==> src/rtl/ahb_cmd_manager.sv <==
// ahb_cmd_manager
// Turns a valid/ready command stream into single AHB-lite transfers. The
// address phase of the next command overlaps the data phase of the current
// one, so an unstalled subordinate sees one transfer per cycle.
//
// Handshake: a command transfers on a rising edge where cmd_valid && cmd_ready.
// cmd_valid must not depend on cmd_ready. The response side has no
// backpressure: rsp_valid is a one-cycle pulse per completed transfer, and
// responses come back in command order.
module ahb_cmd_manager #(
  parameter int W_ADDR = 32,
  parameter int W_DATA = 32
) (
  input  logic              clk,
  input  logic              rst_n,
  // command stream
  input  logic              cmd_valid,
  output logic              cmd_ready,
  input  logic [W_ADDR-1:0] cmd_addr,
  input  logic              cmd_write,
  input  logic [2:0]        cmd_size,
  input  logic [W_DATA-1:0] cmd_wdata,
  // response stream
  output logic              rsp_valid,
  output logic [W_DATA-1:0] rsp_rdata,
  output logic              rsp_err,
  // AHB-lite manager
  output logic [W_ADDR-1:0] ahbm_haddr,
  output logic              ahbm_hwrite,
  output logic [2:0]        ahbm_hsize,
  output logic [1:0]        ahbm_htrans,
  output logic [W_DATA-1:0] ahbm_hwdata,
  output logic [2:0]        ahbm_hburst,
  output logic [3:0]        ahbm_hprot,
  output logic              ahbm_hmastlock,
  input  logic              ahbm_hready,
  input  logic              ahbm_hresp,
  input  logic [W_DATA-1:0] ahbm_hrdata
);

  localparam logic [1:0] HTRANS_IDLE   = 2'b00;
  localparam logic [1:0] HTRANS_NONSEQ = 2'b10;

  // address-phase register
  logic              aph_vld_q,   aph_vld_d;
  logic [W_ADDR-1:0] aph_addr_q,  aph_addr_d;
  logic              aph_write_q, aph_write_d;
  logic [2:0]        aph_size_q,  aph_size_d;
  logic [W_DATA-1:0] aph_wdata_q, aph_wdata_d;
  // data-phase register
  logic              dph_vld_q,   dph_vld_d;
  logic              dph_write_q, dph_write_d;
  logic [W_DATA-1:0] dph_wdata_q, dph_wdata_d;
  // set during the first cycle of a two-cycle ERROR response; the pending
  // address phase is withdrawn (IDLE) for the second cycle and reissued after
  logic              err_cancel_q, err_cancel_d;
  // response register
  logic              rsp_valid_q, rsp_valid_d;
  logic              rsp_err_q,   rsp_err_d;
  logic [W_DATA-1:0] rsp_rdata_q, rsp_rdata_d;

  logic advance;
  logic cmd_accept;
  logic complete;

  assign advance    = ahbm_hready && !err_cancel_q;
  assign cmd_ready  = !aph_vld_q || advance;
  assign cmd_accept = cmd_valid && cmd_ready;
  assign complete   = dph_vld_q && ahbm_hready;

  // Next-state for the pipeline, error cancel flag and response registers
  always_comb begin
    aph_vld_d    = aph_vld_q;
    aph_addr_d   = aph_addr_q;
    aph_write_d  = aph_write_q;
    aph_size_d   = aph_size_q;
    aph_wdata_d  = aph_wdata_q;
    dph_vld_d    = dph_vld_q;
    dph_write_d  = dph_write_q;
    dph_wdata_d  = dph_wdata_q;
    err_cancel_d = err_cancel_q;

    // Address phase: take a new command, or empty out once the held one moves on.
    if (cmd_accept) begin
      aph_vld_d   = 1'b1;
      aph_addr_d  = cmd_addr;
      aph_write_d = cmd_write;
      aph_size_d  = cmd_size;
      aph_wdata_d = cmd_wdata;
    end else if (advance) begin
      aph_vld_d = 1'b0;
    end

    // Data phase: follows the address phase on advance; a completion that
    // happens without advance (second error cycle) just retires it.
    if (advance) begin
      dph_vld_d   = aph_vld_q;
      dph_write_d = aph_write_q;
      dph_wdata_d = aph_wdata_q;
    end else if (complete) begin
      dph_vld_d = 1'b0;
    end

    if (ahbm_hready) begin
      err_cancel_d = 1'b0;
    end else if (dph_vld_q && ahbm_hresp) begin
      err_cancel_d = 1'b1;
    end

    rsp_valid_d = complete;
    rsp_err_d   = complete && ahbm_hresp;
    rsp_rdata_d = (complete && !dph_write_q) ? ahbm_hrdata : '0;
  end

  // Control state: synchronous active-low reset
  always_ff @(posedge clk) begin
    if (!rst_n) begin
      aph_vld_q    <= 1'b0;
      dph_vld_q    <= 1'b0;
      err_cancel_q <= 1'b0;
      rsp_valid_q  <= 1'b0;
      rsp_err_q    <= 1'b0;
      rsp_rdata_q  <= '0;
    end else begin
      aph_vld_q    <= aph_vld_d;
      dph_vld_q    <= dph_vld_d;
      err_cancel_q <= err_cancel_d;
      rsp_valid_q  <= rsp_valid_d;
      rsp_err_q    <= rsp_err_d;
      rsp_rdata_q  <= rsp_rdata_d;
    end
  end

  // Address/data payload: qualified by the valid bits, so no reset needed
  always_ff @(posedge clk) begin
    aph_addr_q  <= aph_addr_d;
    aph_write_q <= aph_write_d;
    aph_size_q  <= aph_size_d;
    aph_wdata_q <= aph_wdata_d;
    dph_write_q <= dph_write_d;
    dph_wdata_q <= dph_wdata_d;
  end

  assign ahbm_htrans    = (aph_vld_q && !err_cancel_q) ? HTRANS_NONSEQ : HTRANS_IDLE;
  assign ahbm_haddr     = aph_addr_q;
  assign ahbm_hwrite    = aph_write_q;
  assign ahbm_hsize     = aph_size_q;
  assign ahbm_hwdata    = dph_wdata_q;
  assign ahbm_hburst    = 3'b000;
  assign ahbm_hprot     = 4'b0011;
  assign ahbm_hmastlock = 1'b0;

  assign rsp_valid = rsp_valid_q;
  assign rsp_err   = rsp_err_q;
  assign rsp_rdata = rsp_rdata_q;

endmodule

==> config.mk <==
export PLATFORM = sky130hd
export DESIGN_NAME = ahb_cmd_manager
export DESIGN_NICKNAME = d
export VERILOG_FILES = /design/src/rtl/ahb_cmd_manager.sv
export SDC_FILE = /design/constraint.sdc
export NUM_CORES = 1
export LEC_CHECK = 0
export ABC_AREA = 1
export CORE_ASPECT_RATIO = 1.75
export CORE_MARGIN = 4
export CORE_UTILIZATION = 43
export DETAILED_ROUTE_END_ITERATION = 8
export MAX_ROUTING_LAYER = met4
export PLACE_DENSITY = 0.92
export SLEW_MARGIN = 15
export SYNTH_ARGS = -nofsm -noshare
export SYNTH_HDL_FRONTEND = slang
export SYNTH_SLANG_ARGS = --single-unit
==> constraint.sdc <==
create_clock -name clk -period 8.35 [get_ports clk]
set_input_delay 1.2525 -clock clk [delete_from_list [all_inputs] [get_ports clk]]
set_output_delay 1.2525 -clock clk [all_outputs]
set_load 0.1 [all_outputs]
Yosys cells after proc, flatten, opt, wreduce, memory -nomap -nowiden
Index checks and enable logic that the tools add are counted.
{ "totals": {"regBits": 138, "input_bits": 105, "out_inout_bits": 113, "wordCells": 33} }
{ "classes": {"n_mux": 5, "bitwise_logic": 1, "n_reduce_logical": 15} }
{ "op_table": {"columns": ["cell", "n"], "rows": [
  ["1-bit logical AND", 7],
  ["1-bit two-way mux", 4],
  ["2-bit nonzero test", 2],
  ["1-bit logical NOT", 3],
  ["2-bit two-way mux", 1],
  ["2-bit AND reduction", 1],
  ["2-bit OR reduction", 1],
  ["1-bit logical OR", 1],
  ["1-bit inverter", 1]
]} }

Logic depth before layout (Yosys ltp)
Gate-level depths: netlist of run 1.
{ "depth": {"word_depth": 5, "depth_mapped": 5, "depth_no_buf": 4} }

Worst setup path before layout of run 1
Ideal clock, no wire load.
{ "synth_path": {"path_kind": "input to register", "startpoint": "input ahbm_hready", "endpoint": "register aph_addr_q[0], in the netlist ahbm_haddr[0], enable pin", "setup_ps": 516, "t_arrival_ps": 4639, "t_required_ps": 7834, "slack_ps": 3195, "stages": 2, "n_path_buf": 0, "cell_sequence": "nand2_1 -> a21oi_1"} }
{ "synth_via": {"elab_chain_len": 3} }
{ "synth_lines": {"columns": ["item", "line_no", "rtl"], "rows": [
  ["start: declaration", "36", "input logic ahbm_hready,"],
  ["1-bit logical AND", "66", "assign advance = ahbm_hready && !err_cancel_q;"],
  ["1-bit logical OR", "67", "assign cmd_ready = !aph_vld_q || advance;"],
  ["1-bit logical AND", "68", "assign cmd_accept = cmd_valid && cmd_ready;"],
  ["end signal: assignment", "136", "aph_addr_q <= aph_addr_d;"],
  ["end: declaration", "46", "logic [W_ADDR-1:0] aph_addr_q, aph_addr_d;"]
]} }
No other way between the ends.
A chain may end at the register's enable or synchronous reset.

Worst setup path in the final report of run 1
{ "layout_path": {"startpoint": "input ahbm_hready", "endpoint": "output cmd_ready"} }
{ "layout_via": {"elab_chain_len": 2} }
{ "layout_lines": {"columns": ["item", "line_no", "rtl"], "rows": [
  ["1-bit logical AND", "66", null],
  ["1-bit logical OR", "67", null],
  ["end: declaration", "18", "output logic cmd_ready,"]
]} }
No other way between the ends.

==> results of run 1 <==
-- cell families (layout without fill, tap and decap cells) --
logic type,after synthesis,in the layout,share of synthesized area [%]
compound gates,4,4,0.459
other cells,2,10,0.172
simple gates,43,43,7.06
flops,138,138,86.5
buf+inv,51,281,5.77
-- where the power goes --
group	leakage, nW	switching (mW)	internal [mW]
sequential	1.28	0.00991	0.774
clock	0.295	0.274	0.502
combinational	1.14	0.214	0.0800
total	2.71	0.498	1.36
-- cell type report --
type	instances	area, µm²	area share, %
sequential	138	3770	52.6
timing repair buffer	210	2100	29.2
tap	125	156	2.18
clock buffer	18	429	5.98
multi-input combinational	56	373	5.20
inverter	39	146	2.04
clock inverter	14	195	2.72
antenna	1	2.50	0.0349
-- metrics by stage --
stage / hold slack, ns / area (µm²) / instances / total power, mW / util, %
floorplan: 0.400 / 4390 / 245 / 0.998 / -
global placement: 0.400 / 6550 / 568 / 1.09 / 66.1
detailed placement: 0.405 / 6550 / 568 / 1.09 / 66.1
CTS: 0.419 / 7170 / 600 / 1.87 / 72.4
global route: 0.420 / 7170 / 601 / 1.91 / 72.4
finish: 0.417 / 7170 / 601 / 1.85 / 72.4
-- cells in the final DEF, fill, tap and decap left out, drive strengths merged --
cell type / instances
nand2: 6
buf: 2
bufinv: 4
inv: 42
diode: 1
clkbuf: 18
clkinvlp: 3
o21ai: 1
dfxtp: 37
a21oi: 3
clkdlybuf4s50: 208
nor3b: 1
edfxtp: 101
conb: 9
clkinv: 4
nor2: 36
-- layer usage --
metal	share of wire, %	up-vias	GRT usage [%]	wire length [µm]
met1	33	1200	16.9	3390
met5	0	-	-	0
met4	4.9	0	11.3	511
met3	8.0	37	7.37	827
met2	54	151	31.5	5630
li1	-	1224	-	-
-- registers in the layout, summed over array words and instances (netlist names) --
name          cells
ahbm_haddr       32
rsp_err           1
aph_wdata_q      32
dph_vld_q         1
rsp_valid         1
err_cancel_q      1
ahbm_hwrite       1
ahbm_hsize        3
aph_vld_q         1
ahbm_hwdata      32
rsp_rdata        32
dph_write_q       1
-- final timing paths --
kind	startpoint	to	slack, ns	cells after the start
worst min-delay path	aph_wdata_q[28]	ahbm_hwdata[28]	0.42	0
worst min register to register	aph_wdata_q[28]	ahbm_hwdata[28]	0.42	0
worst max-delay path	ahbm_hready	cmd_ready	3.88	4
worst max register to register	err_cancel_q	aph_wdata_q[16]	6.60	4
==> metrics.yaml, run 1 <==
status: "complete, no violations"
crit_path_end_kind: "primary output"
max_slew_margin_pct: 31.3
async_flop_share_pct: 0
holdCritPathClass: "reg -> reg"
start_util_pct: 44.0
rows: 48
grt_start_max_net_pins: 69
ys_warn_count: 0
cp_num_buf_inv: 2
ir_worst_vdd_mv: 0.188
finClkSkew_ns: 0.00427
core_um2: 9910
drt_first_pass_iters: 5
synth_edf_count: 101
synth_cell_type_count: 16
yosys.cell_count.top_type: "edfxtp_1"
h-tree-depth: 4
pre_cts_ws_ns: 3.90
gr-total-overflow: 0
cpMaxStageDelayCell: "clkdlybuf4s50_1"
dieArea_um2: 11900
drt_iter0_markers: 107
grt_pass1_vias: 2896
synth_top_area_share_pct: 69.6
drt-total-wl_mm: 10.4
cts.sinks: 138
drc: 0
fp.dieH_um: 141
dp_hpwl_mm: 7.75
post_cts_resized: 0
yosys-top-cells-count: "101 x edfxtp_1, 39 x inv_1, 37 x dfxtp_1"
worst_slew_pin_slew_ns: 1.03
fin_nets: 567
synth_ff_type: "edfxtp_1"
post-cts-setup-buffers: 0
drv_slew: 0
crit_path_max_fanout: 4
fin_tns_setup_ns: 0
fin_ws_ns: 3.88
wl_per_cell_um: 17.2
ant_nets: 0
avgSynthCellArea_um2: 18.3
power_density_nw_per_um2: 258
syn_to_final_growth_pct: 64.5
critPathLaunchType: "input pin"
critical_path_class: "in -> out"
portBuffers: 208
fill_cells: 632
clk_pin_slew_ns: 0.05
ys_seq_area_share_pct: 86.5
maxCapViolCount: 0
clock_latency_ns: 0.40
grt_first_pass_wirelength_mm: 15.4
ys_seq_elements: 138
rsz0062_at_grt: "false"
leakagePower_nw: 2.71
clock_path_buffers: 2
grt.total_usage_pct: 18.4
ios: 218
fin_crit_sh_pct: 53.5
vias_per_cell: 4.35
vias: 2612
clock.fmax_mhz: 224
grt_antenna_before_repair: 1
cts-hold-fix-buffers: 0
cp.required_ns: 7.10
synth_area_um2: 4360
synth_area_leaders: "edfxtp_1 70%, dfxtp_1 17%, inv_1 3.4%"
synth.largest_area_cell: "edfxtp_1"
critical-path-top-delay-family: "buffers and inverters"
die_x_um: 84.1
fin_crit_ns: 4.47
place_congestion: 0.853
setup-violations-final: 0
path_cells: "clkdlybuf4s50_1, nand2_1, nand2_1, clkdlybuf4s50_1"
drive_gt1_share_pct: 13.9
cpPeakStageDelay_ns: 1.14
tritoncts: "built"
arrival_ns: 3.21
numCtsBuffers: 17
hold_violations: 0
cts_root_buffer: "clkbuf_16"
synth_cells: 238
(Power assumes the default switching activity.)
==> inputs of run 2 (changes only) <==
CORE_UTILIZATION = 40   (was 43)
PLACE_DENSITY = 0.87   (was 0.92)
clock period = 4.2 ns   (was 8.35 ns; I/O delays follow)
==> metrics.yaml, run 2 (synthesized netlist as in run 1, its figures left out) <==
place_congestion: 0.836  # was 0.853
final_cell_mix: "207 x clkdlybuf4s50_1, 101 x edfxtp_1, 39 x inv_1"  # was 208 x clkdlybuf4s50_1, 101 x edfxtp_1, 39 x inv_1
fin_crit_sh_pct: 66.4
fill_cells: 757  # was 632
maxCapViolCount: 0  # unchanged
drc: 0  # unchanged
antenna_cells: 0  # was 1
hold_start: "aph_wdata_q[31]"  # was aph_wdata_q[28]
fin_nets: 567  # unchanged
wl_per_cell_um: 16.6  # was 17.2 µm
tritoncts: "built"  # unchanged
fin_ws_ns: 1.41  # was 3.88 ns
fp.dieH_um: 146  # was 141 µm
holdCritPathClass: "reg -> reg"  # unchanged
status: "complete, no violations"  # unchanged
drive_gt1_share_pct: 14.3  # was 13.9%
ant_nets: 0  # unchanged
clock.fmax_mhz: 359
dp_hpwl_mm: 7.68  # was 7.75 mm
drt_iter0_markers: 76  # was 107
power_density_nw_per_um2: 485  # was 258 nW/µm²
max_slew_margin_pct: 32.0  # was 31.3%
cpMaxStageDelayCell: "clkdlybuf4s50_1"  # unchanged
cts-hold-fix-buffers: 0  # unchanged
start_util_pct: 40.8  # was 44.0%
portBuffers: 208  # unchanged
hold_depth: 0  # unchanged
p_clk_share_pct: 37.6  # was 41.8%
pre_cts_ws_ns: 1.63  # was 3.90 ns
rows: 50  # was 48
fin_tns_setup_ns: 0  # unchanged
fin_crit_ns: 2.79
clock_latency_ns: 0.40  # about the same
grt_antenna_before_repair: 0  # was 1
finClkSkew_ns: 0.00627  # was 0.00427 ns
seqPwrFrac_pct: 45.4  # was 42.3%
internal_power_mw: 2.45  # was 1.36 mW
crit_path_max_fanout: 3  # was 4
ios: 218  # unchanged
path_cells: "inv_1, nor2_1, clkdlybuf4s50_1"  # was clkdlybuf4s50_1, nand2_1, nand2_1, clkdlybuf4s50_1
hold_end: "ahbm_hwdata[31]"  # was ahbm_hwdata[28]
r2r_cells: 4  # unchanged
post-cts-setup-buffers: 0  # unchanged
r2r-end: "ahbm_haddr[28]"  # was aph_wdata_q[16]
worst_slew_pin_slew_ns: 1.02  # was 1.03 ns
critPathLaunchType: "flop"  # was input pin
cts_root_buffer: "clkbuf_16"  # unchanged
grt_first_pass_wirelength_mm: 15.1  # was 15.4 mm
pwr-share-comb_pct: 17.0  # was 15.9%
numCtsBuffers: 17  # unchanged
grt_pass1_vias: 2871  # was 2896
clock_path_buffers: 2  # unchanged
dieArea_um2: 12700  # was 11900 µm²
r2r-start: "err_cancel_q"  # unchanged
clk_pin_slew_ns: 0.06  # was 0.05 ns
syn_to_final_growth_pct: 62.2  # was 64.5%
h-tree-depth: 4  # unchanged
grt_start_max_net_pins: 69  # unchanged
final_cells: 604  # was 601
p_sw_share_pct: 28.7  # was 26.9%
final_common_cell: "clkdlybuf4s50_1"  # unchanged
critical_path_class: "reg -> out"  # was in -> out
cp.required_ns: 3.57  # was 7.10 ns
drt_first_pass_iters: 4  # was 5
setup-violations-final: 0  # unchanged
leakagePower_nw: 2.66  # was 2.71 nW
vias: 2583  # was 2612
rsz0062_at_grt: "false"  # unchanged
reg2reg_slack_ns: 2.45  # was 6.60 ns
grt.total_usage_pct: 16.9  # was 18.4%
dpl.cell_count: 573  # was 568
gr-total-overflow: 0  # unchanged
drv_slew: 0  # unchanged
arrival_ns: 2.16  # was 3.21 ns
power.switching_mw: 0.985  # was 0.498 mW
post_cts_resized: 0  # unchanged
cpPeakStageDelay_ns: 1.16  # was 1.14 ns
core_um2: 10700  # was 9910 µm²
ir_worst_vdd_mv: 0.330  # was 0.188 mV
hold_violations: 0  # unchanged
crit_path_end_kind: "primary output"  # unchanged
cts.sinks: 138  # unchanged
die_x_um: 86.9  # was 84.1 µm
vias_per_cell: 4.28  # was 4.35
drt-total-wl_mm: 10.0  # was 10.4 mm
[run 2: cell count changes in the layout (fill, tap and decap cells not counted), sizes merged]
cell and delta:
diode -1, clkdlybuf4s50 -1, buf +1, bufinv -4
clkinv +2, clkinvlp +2, clkbuf -1
[run 2: worst max path at each step]
stage	start	end	slack, ns	depth (start not counted)
final	aph_vld_q	ahbm_htrans[1]	1.41	3
after global routing	aph_vld_q	ahbm_htrans[1]	1.32	3
after CTS	aph_vld_q	ahbm_htrans[1]	1.40	3
after detailed placement	ahbm_hready	ahbm_haddr[2]	1.63	4
after global placement	ahbm_hready	aph_wdata_q[3]	1.72	4
after floorplan	ahbm_hready	ahbm_haddr[0]	1.06	2
[run 2: layout make-up]
type / count / area [µm²] / share of cell area, %
Inverter: 39 / 146 / 2.07
Multi-Input combinational cell: 56 / 373 / 5.27
Tap cell: 130 / 163 / 2.30
Clock inverter: 14 / 98.8 / 1.40
Clock buffer: 17 / 425 / 6.01
Timing Repair Buffer: 210 / 2090 / 29.6
Sequential cell: 138 / 3770 / 53.3
[run 2: power groups by stage]
stage,logic [mW],clock network (mW),registers [mW]
5_1_grt,0.598,1.39,1.56
3_3_place_gp,0.579,0,1.58
4_1_cts,0.587,1.32,1.56
6_report,0.583,1.29,1.56
3_5_place_dp,0.585,0,1.59
2_1_floorplan,0.0887,0,1.89
[run 2: worst max-delay path, delay by kind of cell, from the launching register on]
family,cells,cell delay [ns]
flip-flops,1,0.40
buffers and inverters,2,1.22
AND/OR/NAND/NOR,1,0.14
[run 2: per-layer routing]
layer	up-vias	routed length [µm]	track usage [%]
met3	22	795	6.15
li1	1218	-	-
met1	1217	3210	15.1
met2	126	5660	29.7
met4	0	344	9.13
met5	-	0	-
[run 2: metrics by stage]
step                      utilization [%]  area, µm²  hold WS, ns  power [mW]
after floorplan                         -       4390        0.400        1.98
after global placement               61.2       6550        0.401        2.16
after detailed placement             61.2       6550        0.405        2.17
after CTS                            66.1       7070        0.413        3.47
after global routing                 66.1       7070        0.418        3.55
final                                66.1       7070        0.413        3.43
